`src/rtl/regfile_wb_arbiter.sv`:
```
// Register-file write-back arbiter: round-robin between two producers, pending-write scoreboard.
// Latency: accepted write appears on the Wr_* port exactly one cycle after the transfer; 1 write/cycle.
// Backpressure: the losing requester sees rdy=0 and must hold its request; both rdy held low in reset.
module regfile_wb_arbiter #(
  parameter int n = 32
) (
  input  logic         clk,
  input  logic         rst,
  input  logic         v0,
  input  logic [4:0]   rd0,
  input  logic [n-1:0] d0,
  output logic         rdy0,
  input  logic         v1,
  input  logic [4:0]   rd1,
  input  logic [n-1:0] d1,
  output logic         rdy1,
  input  logic         alloc_en,
  input  logic [4:0]   alloc_rd,
  input  logic [4:0]   rs1,
  input  logic [4:0]   rs2,
  output logic         busy1,
  output logic         busy2,
  output logic         Wr_en,
  output logic [4:0]   Wr_rd,
  output logic [n-1:0] Wr_data
);

  // Index of the requester granted most recently; reset to 1 so requester 0 wins the first contest.
  logic          last_grant;
  logic [31:0]   pending;
  logic [31:0]   pending_nxt;
  logic          xfer;
  logic          xfer_wr;
  logic [4:0]    sel_rd;
  logic [n-1:0]  sel_d;

  // Grant: a lone requester wins outright; a contest goes to the one not granted last time.
  always_comb begin
    rdy0 = 1'b0;
    rdy1 = 1'b0;
    if (rst) begin
      if (v0 && v1) begin
        rdy0 = last_grant;
        rdy1 = ~last_grant;
      end else begin
        rdy0 = v0;
        rdy1 = v1;
      end
    end
  end

  // Mux the winning request; rd=0 transfers are accepted but never written.
  always_comb begin
    xfer    = rdy0 | rdy1;
    sel_rd  = rdy1 ? rd1 : rd0;
    sel_d   = rdy1 ? d1 : d0;
    xfer_wr = xfer && (sel_rd != 5'd0);
  end

  // Last-grant pointer follows every transfer, contested or not.
  always_ff @(posedge clk or negedge rst) begin
    if (!rst) begin
      last_grant <= 1'b1;
    end else if (xfer) begin
      last_grant <= rdy1;
    end
  end

  // Registered write port; address/data hold when no write is issued.
  always_ff @(posedge clk or negedge rst) begin
    if (!rst) begin
      Wr_en   <= 1'b0;
      Wr_rd   <= 5'd0;
      Wr_data <= '0;
    end else begin
      Wr_en <= xfer_wr;
      if (xfer_wr) begin
        Wr_rd   <= sel_rd;
        Wr_data <= sel_d;
      end
    end
  end

  // Scoreboard next state: clear on write-back, then set on allocation so a newer producer wins.
  always_comb begin
    pending_nxt = pending;
    if (xfer_wr) begin
      pending_nxt[sel_rd] = 1'b0;
    end
    if (alloc_en && (alloc_rd != 5'd0)) begin
      pending_nxt[alloc_rd] = 1'b1;
    end
    pending_nxt[0] = 1'b0;
  end

  // Scoreboard register.
  always_ff @(posedge clk or negedge rst) begin
    if (!rst) begin
      pending <= 32'd0;
    end else begin
      pending <= pending_nxt;
    end
  end

  // Busy covers both outstanding producers and the write sitting on the port this cycle.
  always_comb begin
    busy1 = (rs1 != 5'd0) && (pending[rs1] || (Wr_en && (Wr_rd == rs1)));
    busy2 = (rs2 != 5'd0) && (pending[rs2] || (Wr_en && (Wr_rd == rs2)));
  end

endmodule

```
`config.mk`:
```
export PLATFORM = sky130hd
export DESIGN_NAME = regfile_wb_arbiter
export DESIGN_NICKNAME = d
export VERILOG_FILES = /design/src/rtl/regfile_wb_arbiter.sv
export SDC_FILE = /design/constraint.sdc
export NUM_CORES = 1
export LEC_CHECK = 0
export ABC_AREA = 1
export ABC_CLOCK_PERIOD_IN_PS = 2000
export BUFFER_PORTS_ARGS = -buffer_cell sky130_fd_sc_hd__clkbuf_2
export CORE_MARGIN = 1
export CORE_UTILIZATION = 50
export CTS_CLUSTER_SIZE = 25
export DETAILED_ROUTE_END_ITERATION = 8
export PLACE_DENSITY_LB_ADDON = 0.15
export SLEW_MARGIN = 20
export SYNTH_ARGS = -nofsm -noshare
export SYNTH_HDL_FRONTEND = slang
export SYNTH_SLANG_ARGS = --single-unit
```
`constraint.sdc`:
```
create_clock -name clk -period 2 [get_ports clk]
set_input_delay 0.2 -clock clk [delete_from_list [all_inputs] [get_ports clk]]
set_output_delay 0.2 -clock clk [all_outputs]
set_load 0.02 [all_outputs]
```
Word-level counts from Yosys, hierarchy flattened
Cells that the tools add are included.
Widths: inputs -> output; s select.
Word-level totals
  flip-flop bits (word level): 70
  input bits: 94
  output and inout port bits: 42
Cells by class
  order comparisons: 6
  equality and inequality tests: 2
  mux-type cells: 16
  bitwise operators: 5
  reduce and logical (&&, ||, !) cells: 15
Operators with widths (count)
  $mux 32: 3
  $and 32x32->32: 1
  $not 32->32: 1
  $or 32x32->32: 1
  $lt 5x6->1 const B: 4
  $reduce_bool 5->1: 4
  $bmux 1 s5: 2
  $demux 1 s5: 2
  $eq 5x5->1: 2
  $ge 5x1->1 const B: 2
  $logic_and 1x1->1: 9
  $mux 1: 8
  $mux 5: 1
  $logic_or 1x1->1: 2
  $not 1->1: 1
  $or 1x1->1: 1

Logic depth before layout (Yosys ltp)
Gate-level depths: netlist of run 1.
  depth in word-level cells: 13
  mapped depth: 13
  gate-level depth less buffers: 11

Least setup slack after synthesis of run 1
OpenSTA, ideal clock, no wires.
  kind: register to register
  start: register last_grant
  end: register pending[15]
  data arrival time: 1665 ps
  data required time: 1869 ps
  setup slack: 203 ps
  stages on the path, launching flop included: 9
  path buffers: 0
  clock period less this slack: 1797 ps
  cells stage by stage: dfstp_2 > inv_1 > a21oi_1 > or2_2 > nand2_1 > nor2_2 > nand2_1 > nand2_1 > o21ai_0
On the way
  elaborated cells on any way between the ends: 19
RTL lines
  from (decl): RTL line 29  | logic last_grant;
  from (signal assigned): RTL line 65  | last_grant <= rdy1;
  $mux 1 *: RTL line 42  | if (v0 && v1) begin
  $mux 1 *: RTL line 41  | if (rst) begin
  via rdy0: RTL line 12  | output logic rdy0,
  $or 1x1->1 *: RTL line 54  | xfer = rdy0 | rdy1;
  $logic_and 1x1->1 *: RTL line 57  | xfer_wr = xfer && (sel_rd != 5'd0);
  $mux 32 *: RTL line 87  | if (xfer_wr) begin
  $or 32x32->32 (no line)
  $mux 32 *: RTL line 90  | if (alloc_en && (alloc_rd != 5'd0)) begin
  via pending_nxt[15]: RTL line 31  | logic [31:0] pending_nxt;
  to (signal assigned): RTL line 101  | pending <= pending_nxt;
  to (decl): RTL line 30  | logic [31:0] pending;
The timed path passes the listed nets; every way through them passes the cells marked *.
A chain may end at the register's enable or synchronous reset.

Worst setup path in the final report of run 1
  start: register last_grant
  end: register Wr_rd[1]
On the way
  longest elaborated chain between the ends: 6
  elaborated cells on any way between the ends: 9
RTL lines
  $not 1->1: RTL line 44  | rdy1 = ~last_grant;
  $mux 1: RTL line 42
  $mux 1: RTL line 41
  $mux 5: RTL line 55  | sel_rd = rdy1 ? rd1 : rd0;
  $reduce_bool 5->1: RTL line 57
  $logic_and 1x1->1: RTL line 57
  to (signal assigned): RTL line 78  | Wr_rd <= sel_rd;
  to (decl): RTL line 24  | output logic [4:0] Wr_rd,
Several ways; a longest one is shown, not always the timed one.

==> results.rst, run 1 <==
.. list-table::
   :header-rows: 1

   * - Metric
     - Value
   * - Maximum level of the CTS H-tree
     - 3
   * - Layout cells sized above 1
     - 0.2261
   * - Max Transition Viols Final
     - 0
   * - Post-route cell area
     - 5154 um2
   * - Net count after synthesis
     - 728
   * - Antenna violations before repair
     - 0
   * - Via count of the first global-routing pass
     - 4031
   * - Relative contribution of combinational cells to total power
     - 0.342
   * - CP Data Required Time
     - 2.27 ns
   * - Endpoint class of the critical path
     - flip-flop
   * - Largest fanout on the critical path
     - 23
   * - Total GRT Usage
     - 0.2778
   * - Final setup vio count
     - 0
   * - Switching share of total power
     - 0.3910
   * - Arrival time at the worst endpoint
     - 2.18 ns
   * - Layout overhead on the synthesized area
     - 23.95%
   * - Final net count
     - 863
   * - Final critical-path required period
     - 1.913 ns
   * - Number of buffers created by CTS
     - 9
   * - Clock Tree Root
     - sky130_fd_sc_hd__clkbuf_8
   * - Internal Pwr Total
     - 2785 uW
   * - Placement Rows
     - 32
   * - GPL Wtd Cong
     - 0.9448
   * - Core box area
     - 7888 um2
   * - Kind of path behind the tightest hold check
     - in2reg
   * - Synthesized instance count
     - 634
   * - Number of hold-slack violations in the final timing report
     - 0
   * - Setup Crit Path Kind
     - reg2reg
   * - Sequential share of power
     - 0.452
   * - Async SR Flop Fraction
     - 1.000
   * - Final cell count without fillers
     - 876
   * - Switching component of the power
     - 1789 uW
   * - Post-detailed-routing wire length
     - 11.72 mm
   * - Io pins
     - 136
   * - Via count
     - 4551
   * - Post-Route Skew
     - 0.005712 ns
   * - Remaining max-slew budget at the tightest pin
     - 0.4369
   * - Most frequent cells in the layout
     - sky130_fd_sc_hd__nand2_1 (328), sky130_fd_sc_hd__clkbuf_2 (134), sky130_fd_sc_hd__dfrtp_1 (69), sky130_fd_sc_hd__nand3_1 (58), sky130_fd_sc_hd__inv_1 (53)
   * - Detailed Place HPWL
     - 8.806 mm
   * - Most common library cell in the layout ignoring fill and taps
     - sky130_fd_sc_hd__nand2_1
   * - YS warnings
     - 0
   * - Post-route ant nets
     - 0
   * - Post-synth design cell area
     - 4158 um2
   * - Post-detailed-route via-to-cell ratio
     - 5.195
   * - Syn avg cell area
     - 6.558 um2
   * - Number of diodes added for antenna fixing
     - 0
   * - DR iter-0 viols
     - 350
   * - Height of the chip
     - 93.19 um
   * - Sequential fraction of the synthesis area
     - 0.4216
   * - Cell Count Post-Placement
     - 858
   * - Average wire per cell in the routed design
     - 13.38 um
   * - Initial standard-cell utilization of the core
     - 0.5271
   * - Clock slew at the register clock pins of the worst setup and hold paths
     - 0.07 ns
   * - Floorplan die width
     - 93.19 um
   * - Fraction of the cycle the final worst path needs
     - 0.9564
   * - Power per unit of standard cell area
     - 887.5 nW/um2
   * - Dominant synthesized flop cell
     - sky130_fd_sc_hd__dfrtp_1
   * - Clk sinks
     - 70
   * - Distinct cell type count after synthesis
     - 23
   * - Grt total ovfl
     - 0
   * - VDD IR-drop max
     - 0.4087 mV
   * - Pin count of the biggest net entering global routing
     - 70
   * - Clock group share of total power
     - 0.206
   * - First-pass detailed-route iteration total
     - 5
   * - Die area
     - 8684 um2
   * - Worst Max-Slew Pin Slew
     - 0.8447 ns
   * - Max-cap viol count
     - 0
   * - Clock latency reported for the late side of the worst-skew pair
     - 0.34 ns
   * - Placed instance area
     - 4908 um2
   * - CTS tree
     - built
   * - Bufs on Longest Clock Path
     - 2
   * - Synthesized flop and latch total
     - 70
   * - Static Leak
     - 0.002958 uW
   * - # port buffers
     - 135
   * - Count of unresolved DRC violations after routing
     - 0
   * - Global-route wire length before repair
     - 18.75 mm
   * - Startpoint Class
     - flip-flop
   * - Outcome
     - finished, final reports clean
   * - Maximum clock frequency
     - 522.8 MHz
   * - EDFF count, synth
     - 0
## cells in the mapped netlist (2+ instances only)
library cell               number  area share
sky130_fd_sc_hd__nand3_1       58       0.070
sky130_fd_sc_hd__inv_2          4      0.0036
sky130_fd_sc_hd__dfrtp_1       69        0.42
sky130_fd_sc_hd__o21ai_0       41       0.049
sky130_fd_sc_hd__o22ai_1        4      0.0060
sky130_fd_sc_hd__nand2_1      328        0.30
sky130_fd_sc_hd__buf_4          4      0.0072
sky130_fd_sc_hd__nor2_1        15       0.014
sky130_fd_sc_hd__buf_2          4      0.0048
sky130_fd_sc_hd__clkbuf_1      10      0.0090
sky130_fd_sc_hd__o21ai_2        4      0.0084
sky130_fd_sc_hd__xor2_1         2      0.0042
sky130_fd_sc_hd__nor2_2         3      0.0045
sky130_fd_sc_hd__o21ai_1       15       0.018
sky130_fd_sc_hd__inv_1         53       0.048
sky130_fd_sc_hd__nand4_1        2      0.0030
sky130_fd_sc_hd__a21oi_1        9       0.011
sky130_fd_sc_hd__buf_6          4       0.011
## path summary, 6_finish.rpt
kind	from	endpoint	slack [ns]	depth (start not counted)
min	d1[25]	Wr_data[25]	0.14	5
max in group asynchronous	rst	Wr_en	0.70	3
max	last_grant	Wr_rd[1]	0.09	11
min in group asynchronous	rst	last_grant	0.44	2
max reg2reg	last_grant	Wr_rd[1]	0.09	11
min reg2reg	Wr_data[7]	Wr_data[7]	0.48	2
## cells by family after synthesis
group           synth area share
simple gates              0.3942
buf+inv                  0.08336
flops                     0.4216
xor+xnor                0.004214
compound gates           0.09660
## flip-flops by register name (all words and copies together) (netlist names)
register    count
Wr_data        32
Wr_en           1
Wr_rd           5
last_grant      1
pending        31
## power by group through the flow
stage | combinational [uW] | sequential (uW) | clock [uW]
final | 1560 | 2070 | 942
after global routing | 1760 | 2110 | 1020
after detailed placement | 1520 | 2070 | 0
after floorplan | 818 | 2200 | 0
after global placement | 1480 | 2060 | 0
after CTS | 1530 | 2060 | 961
## routing by layer
metal / up-vias / global-route usage / share of wire
met5: - / 0 / 0
li1: 2255 / - / -
met4: 0 / 0.09872 / 0.023
met2: 191 / 0.4485 / 0.47
met3: 20 / 0.06423 / 0.072
met1: 2085 / 0.3661 / 0.43
## layout make-up
class / count / area (um2)
Multi-Input combinational cell: 486 / 2108
Clock buffer: 13 / 138.9
Inverter: 57 / 219.0
Clock inverter: 3 / 15.01
Fill cell: 759 / 2734
Tap cell: 102 / 127.6
Sequential cell: 70 / 1753
Timing Repair Buffer: 145 / 792.0
## what timing repair did
action / in CTS / in global routing
gates resized for setup: 0 / 17
hold buffers: 1 / 0
setup endpoints to repair: 0 / 45
setup buffers: 0 / 0
endpoints found under the hold margin: 1 / 0
## through the flow
step / TNS (ns) / hold slack [ns] / util / setup slack (ns) / power, uW
final: 0 / 0.1391 / 0.6534 / 0.08712 / 4574
after floorplan: 0 / -0.09559 / - / 0.2034 / 3022
after CTS: 0 / 0.1267 / 0.6431 / 0.02423 / 4543
after detailed placement: 0 / 0.2562 / 0.6223 / 0.06913 / 3596
after global routing: -0.4205 / 0.1475 / 0.6534 / -0.03151 / 4893
after global placement: 0 / 0.2443 / 0.6223 / 0.1690 / 3541
## worst max-delay path: stages (launching register included)
cell	delay, ns
sky130_fd_sc_hd__dfstp_2	0.53
sky130_fd_sc_hd__nand2_1	0.13
sky130_fd_sc_hd__nand3_4	0.15
sky130_fd_sc_hd__nand2_1	0.11
sky130_fd_sc_hd__o21ai_4	0.09
sky130_fd_sc_hd__nand2_1	0.11
sky130_fd_sc_hd__nor2_2	0.17
sky130_fd_sc_hd__nand2_1	0.12
sky130_fd_sc_hd__nand2_4	0.13
sky130_fd_sc_hd__buf_12	0.17
sky130_fd_sc_hd__nand2_1	0.06
sky130_fd_sc_hd__o21ai_1	0.07
No activity file was read; power rests on OpenSTA's default activity.
==> run 2: changes to the inputs <==
--- a/config.mk
+++ b/config.mk
@@ -10,9 +10,10 @@
 export BUFFER_PORTS_ARGS = -buffer_cell sky130_fd_sc_hd__clkbuf_2
 export CORE_MARGIN = 1
 export CORE_UTILIZATION = 50
+export CTS_BUF_LIST = sky130_fd_sc_hd__clkbuf_8
 export CTS_CLUSTER_SIZE = 25
 export DETAILED_ROUTE_END_ITERATION = 8
-export PLACE_DENSITY_LB_ADDON = 0.15
+export PLACE_DENSITY_LB_ADDON = 0.2
 export SLEW_MARGIN = 20
 export SYNTH_ARGS = -nofsm -noshare
 export SYNTH_HDL_FRONTEND = slang
==> run 2 against run 1 <==
Count of clock-buffer cells in the layout is 1 higher. First-iteration DRC count decreased by 23%. Critical path type is now reg2out. Sequential share of layout area up 0.083 points. Worst setup slack improved by 0.0026 ns. Worst hold slack improved by 0.0031 ns. Critical endpoint is now rdy1. Final area is 0.24% lower. Largest cell class unchanged. Wire length decreased by 2.4%. Total power is 2.4% higher. Combinational power barely moved. Via count down 1.7%. Clock skew about the same.
==> results.rst, run 2 (synthesis gave the netlist of run 1 again) <==
.. list-table::
   :header-rows: 1

   * - Metric
     - Value
   * - Most common library cell in the layout ignoring fill and taps
     - sky130_fd_sc_hd__nand2_1 (unchanged)
   * - Post-CTS Hold Fix Bufs
     - 0 (was 1)
   * - Sequential share of power
     - 0.440 (was 0.452)
   * - Endpoint class of the critical path
     - primary output (was flip-flop)
   * - Setup TNS after final layout
     - 0 ns (unchanged)
   * - Count of unresolved DRC violations after routing
     - 0 (unchanged)
   * - Initial standard-cell utilization of the core
     - 0.5271 (unchanged)
   * - Setup Crit Path Kind
     - reg2out (was reg2reg)
   * - Internal Pwr Total
     - 2935 uW (was 2785 uW)
   * - Most frequent cells in the layout
     - sky130_fd_sc_hd__nand2_1 (328), sky130_fd_sc_hd__clkbuf_2 (134), sky130_fd_sc_hd__dfrtp_1 (69), sky130_fd_sc_hd__nand3_1 (58), sky130_fd_sc_hd__inv_1 (53) (unchanged)
   * - Clk sinks
     - 70 (unchanged)
   * - First-pass detailed-route iteration total
     - 5 (unchanged)
   * - Total GRT Usage
     - 0.2732 (was 0.2778)
   * - Die area
     - 8684 um2 (unchanged)
   * - Cell Count Post-Placement
     - 858 (unchanged)
   * - Arrival time at the worst endpoint
     - 1.71 ns (was 2.18 ns)
   * - Fraction of the cycle the final worst path needs
     - 0.9551 (was 0.9564)
   * - Grt total ovfl
     - 0 (unchanged)
   * - Final net count
     - 864 (was 863)
   * - Final cell count without fillers
     - 875 (was 876)
   * - Post-route ant nets
     - 0 (unchanged)
   * - Max-cap viol count
     - 0 (unchanged)
   * - Detailed Place HPWL
     - 8.692 mm (was 8.806 mm)
   * - Core box area
     - 7888 um2 (unchanged)
   * - Final critical-path required period
     - 1.910 ns (was 1.913 ns)
   * - Static Leak
     - 0.002966 uW (was 0.002958 uW)
   * - Max Transition Viols Final
     - 0 (unchanged)
   * - VDD IR-drop max
     - 0.4787 mV (was 0.4087 mV)
   * - Antenna violations before repair
     - 0 (unchanged)
   * - Floorplan die width
     - 93.19 um (unchanged)
   * - Final setup vio count
     - 0 (unchanged)
   * - Top Registers
     - Wr_data: 32 flops, pending: 31 flops, Wr_rd: 5 flops (unchanged)
   * - GPL Wtd Cong
     - 0.8952 (was 0.9448)
   * - Io pins
     - 136 (unchanged)
   * - Switching share of total power
     - 0.3732 (was 0.3910)
   * - Startpoint Class
     - flip-flop (unchanged)
   * - Post-Route Skew
     - 0.006147 ns (was 0.005712 ns)
   * - Via count
     - 4474 (was 4551)
   * - Power per unit of standard cell area
     - 910.7 nW/um2 (was 887.5 nW/um2)
   * - Via count of the first global-routing pass
     - 3978 (was 4031)
   * - Number of hold-slack violations in the final timing report
     - 0 (unchanged)
   * - Post-route cell area
     - 5141 um2 (was 5154 um2)
   * - # port buffers
     - 135 (unchanged)
   * - Placed instance area
     - 4896 um2 (was 4908 um2)
   * - Count of filler cells inserted in the layout
     - 736 (was 759)
   * - Layout overhead on the synthesized area
     - 23.65% (was 23.95%)
   * - Largest fanout on the critical path
     - 33 (was 23)
   * - Global-route wire length before repair
     - 18.75 mm (about the same)
   * - DR iter-0 viols
     - 270 (was 350)
   * - Outcome
     - finished, final reports clean (unchanged)
   * - Height of the chip
     - 93.19 um (unchanged)
   * - Bufs on Longest Clock Path
     - 2 (unchanged)
   * - Number of buffers created by CTS
     - 9 (unchanged)
   * - Clock latency reported for the late side of the worst-skew pair
     - 0.34 ns (about the same)
   * - Tot Pwr
     - 4682 uW (was 4574 uW)
   * - Maximum level of the CTS H-tree
     - 3 (unchanged)
   * - Relative contribution of combinational cells to total power
     - 0.327 (was 0.342)
   * - Biggest register
     - Wr_data (unchanged)
   * - Kind of path behind the tightest hold check
     - in2reg (unchanged)
   * - Register cell area after layout
     - 1753 um2 (unchanged)
   * - Number of diodes added for antenna fixing
     - 0 (unchanged)
   * - CP Data Required Time
     - 1.80 ns (was 2.27 ns)
   * - Layout cells sized above 1
     - 0.2303 (was 0.2261)
   * - Clock Tree Root
     - sky130_fd_sc_hd__clkbuf_8 (unchanged)
   * - Setup repair after global routing missed its margin
     - false
   * - Maximum clock frequency
     - 523.5 MHz (was 522.8 MHz)
   * - Footprint of the multi-input gates
     - 2091 um2 (was 2108 um2)
   * - CTS tree
     - built (unchanged)
   * - Pin count of the biggest net entering global routing
     - 71 (was 70)
   * - Placement Rows
     - 32 (unchanged)
   * - Switching component of the power
     - 1747 uW (was 1789 uW)
   * - Post-detailed-route via-to-cell ratio
     - 5.113 (was 5.195)
   * - Worst Max-Slew Pin Slew
     - 0.8831 ns (was 0.8447 ns)
   * - Remaining max-slew budget at the tightest pin
     - 0.4113 (was 0.4369)
   * - Post-detailed-routing wire length
     - 11.44 mm (was 11.72 mm)
   * - Clock slew at the register clock pins of the worst setup and hold paths
     - 0.07 ns (about the same)
   * - Max reg flops
     - 32 (unchanged)
   * - Average wire per cell in the routed design
     - 13.07 um (was 13.38 um)
   * - Clock group share of total power
     - 0.232 (was 0.206)
-- run 2: changes by cell type in the layout (fill, tap and decap cells not counted), moves of 2 or more --
cell                       delta
sky130_fd_sc_hd__nor2_4       +2
sky130_fd_sc_hd__clkinv_2     -3
sky130_fd_sc_hd__nand3_2      +2
sky130_fd_sc_hd__o21ai_4      -3
sky130_fd_sc_hd__buf_12       -2
sky130_fd_sc_hd__buf_4        +3
sky130_fd_sc_hd__clkbuf_8     +5
sky130_fd_sc_hd__clkbuf_1     -4
sky130_fd_sc_hd__nor2_2       -3
sky130_fd_sc_hd__o21ai_2      +3
-- run 2: cell type report --
cell class,count,share of cell area
clock buffers,14,0.03748
inverters,57,0.04259
multi-input cells,487,0.4067
flip-flops and latches,70,0.3410
well taps,102,0.02482
repair buffers,145,0.1475
-- run 2: timing repair --
item,in CTS,in global routing
setup buffers,0,1
resized for setup,0,8
endpoints found under the setup margin,0,62
-- run 2: metrics by stage --
stage | hold slack, ns | worst slack, ns | util
detailed placement | 0.4649 | 0.03205 | 0.6207
global route | 0.1531 | 0.003523 | 0.6518
CTS | 0.1303 | 0.02117 | 0.6451
floorplan | -0.09559 | 0.2034 | -
global placement | 0.4645 | 0.09154 | 0.6207
finish | 0.1423 | 0.08976 | 0.6518
-- run 2: final timing paths --
kind | startpoint | to | slack, ns | cells past startpoint
min in group asynchronous | rst | pending[31] | 0.24 | 2
worst min-delay path | d1[5] | Wr_data[5] | 0.14 | 5
max in group asynchronous | rst | Wr_data[23] | 1.16 | 2
worst max register to register | last_grant | pending[2] | 0.09 | 7
worst max-delay path | last_grant | rdy1 | 0.09 | 5
worst min register to register | Wr_data[5] | Wr_data[5] | 0.48 | 2
-- run 2: layer usage --
| layer | track usage | vias to the layer above | routed length, um |
|---|---|---|---|
| li1 | - | 2255 | - |
| met1 | 0.3738 | 2015 | 5160 |
| met2 | 0.4424 | 186 | 5411 |
| met3 | 0.05772 | 18 | 676 |
| met4 | 0.06923 | 0 | 189 |
| met5 | 0 | - | 0 |
-- run 2: power groups by stage --
stage	sequential (uW)	combinational [uW]	clock [uW]
after floorplan	2200	818	0
after global placement	2060	1470	0
after global routing	2100	1740	1170
after detailed placement	2070	1520	0
after CTS	2050	1520	1100
final	2060	1530	1090
-- run 2: worst max-delay path, stage by stage (launching register included) --
cell and delay [ns]:
sky130_fd_sc_hd__dfstp_2 0.37, sky130_fd_sc_hd__nand2_1 0.18, sky130_fd_sc_hd__nand3_2 0.19, sky130_fd_sc_hd__inv_2 0.09, sky130_fd_sc_hd__buf_4 0.30, sky130_fd_sc_hd__clkbuf_2 0.24
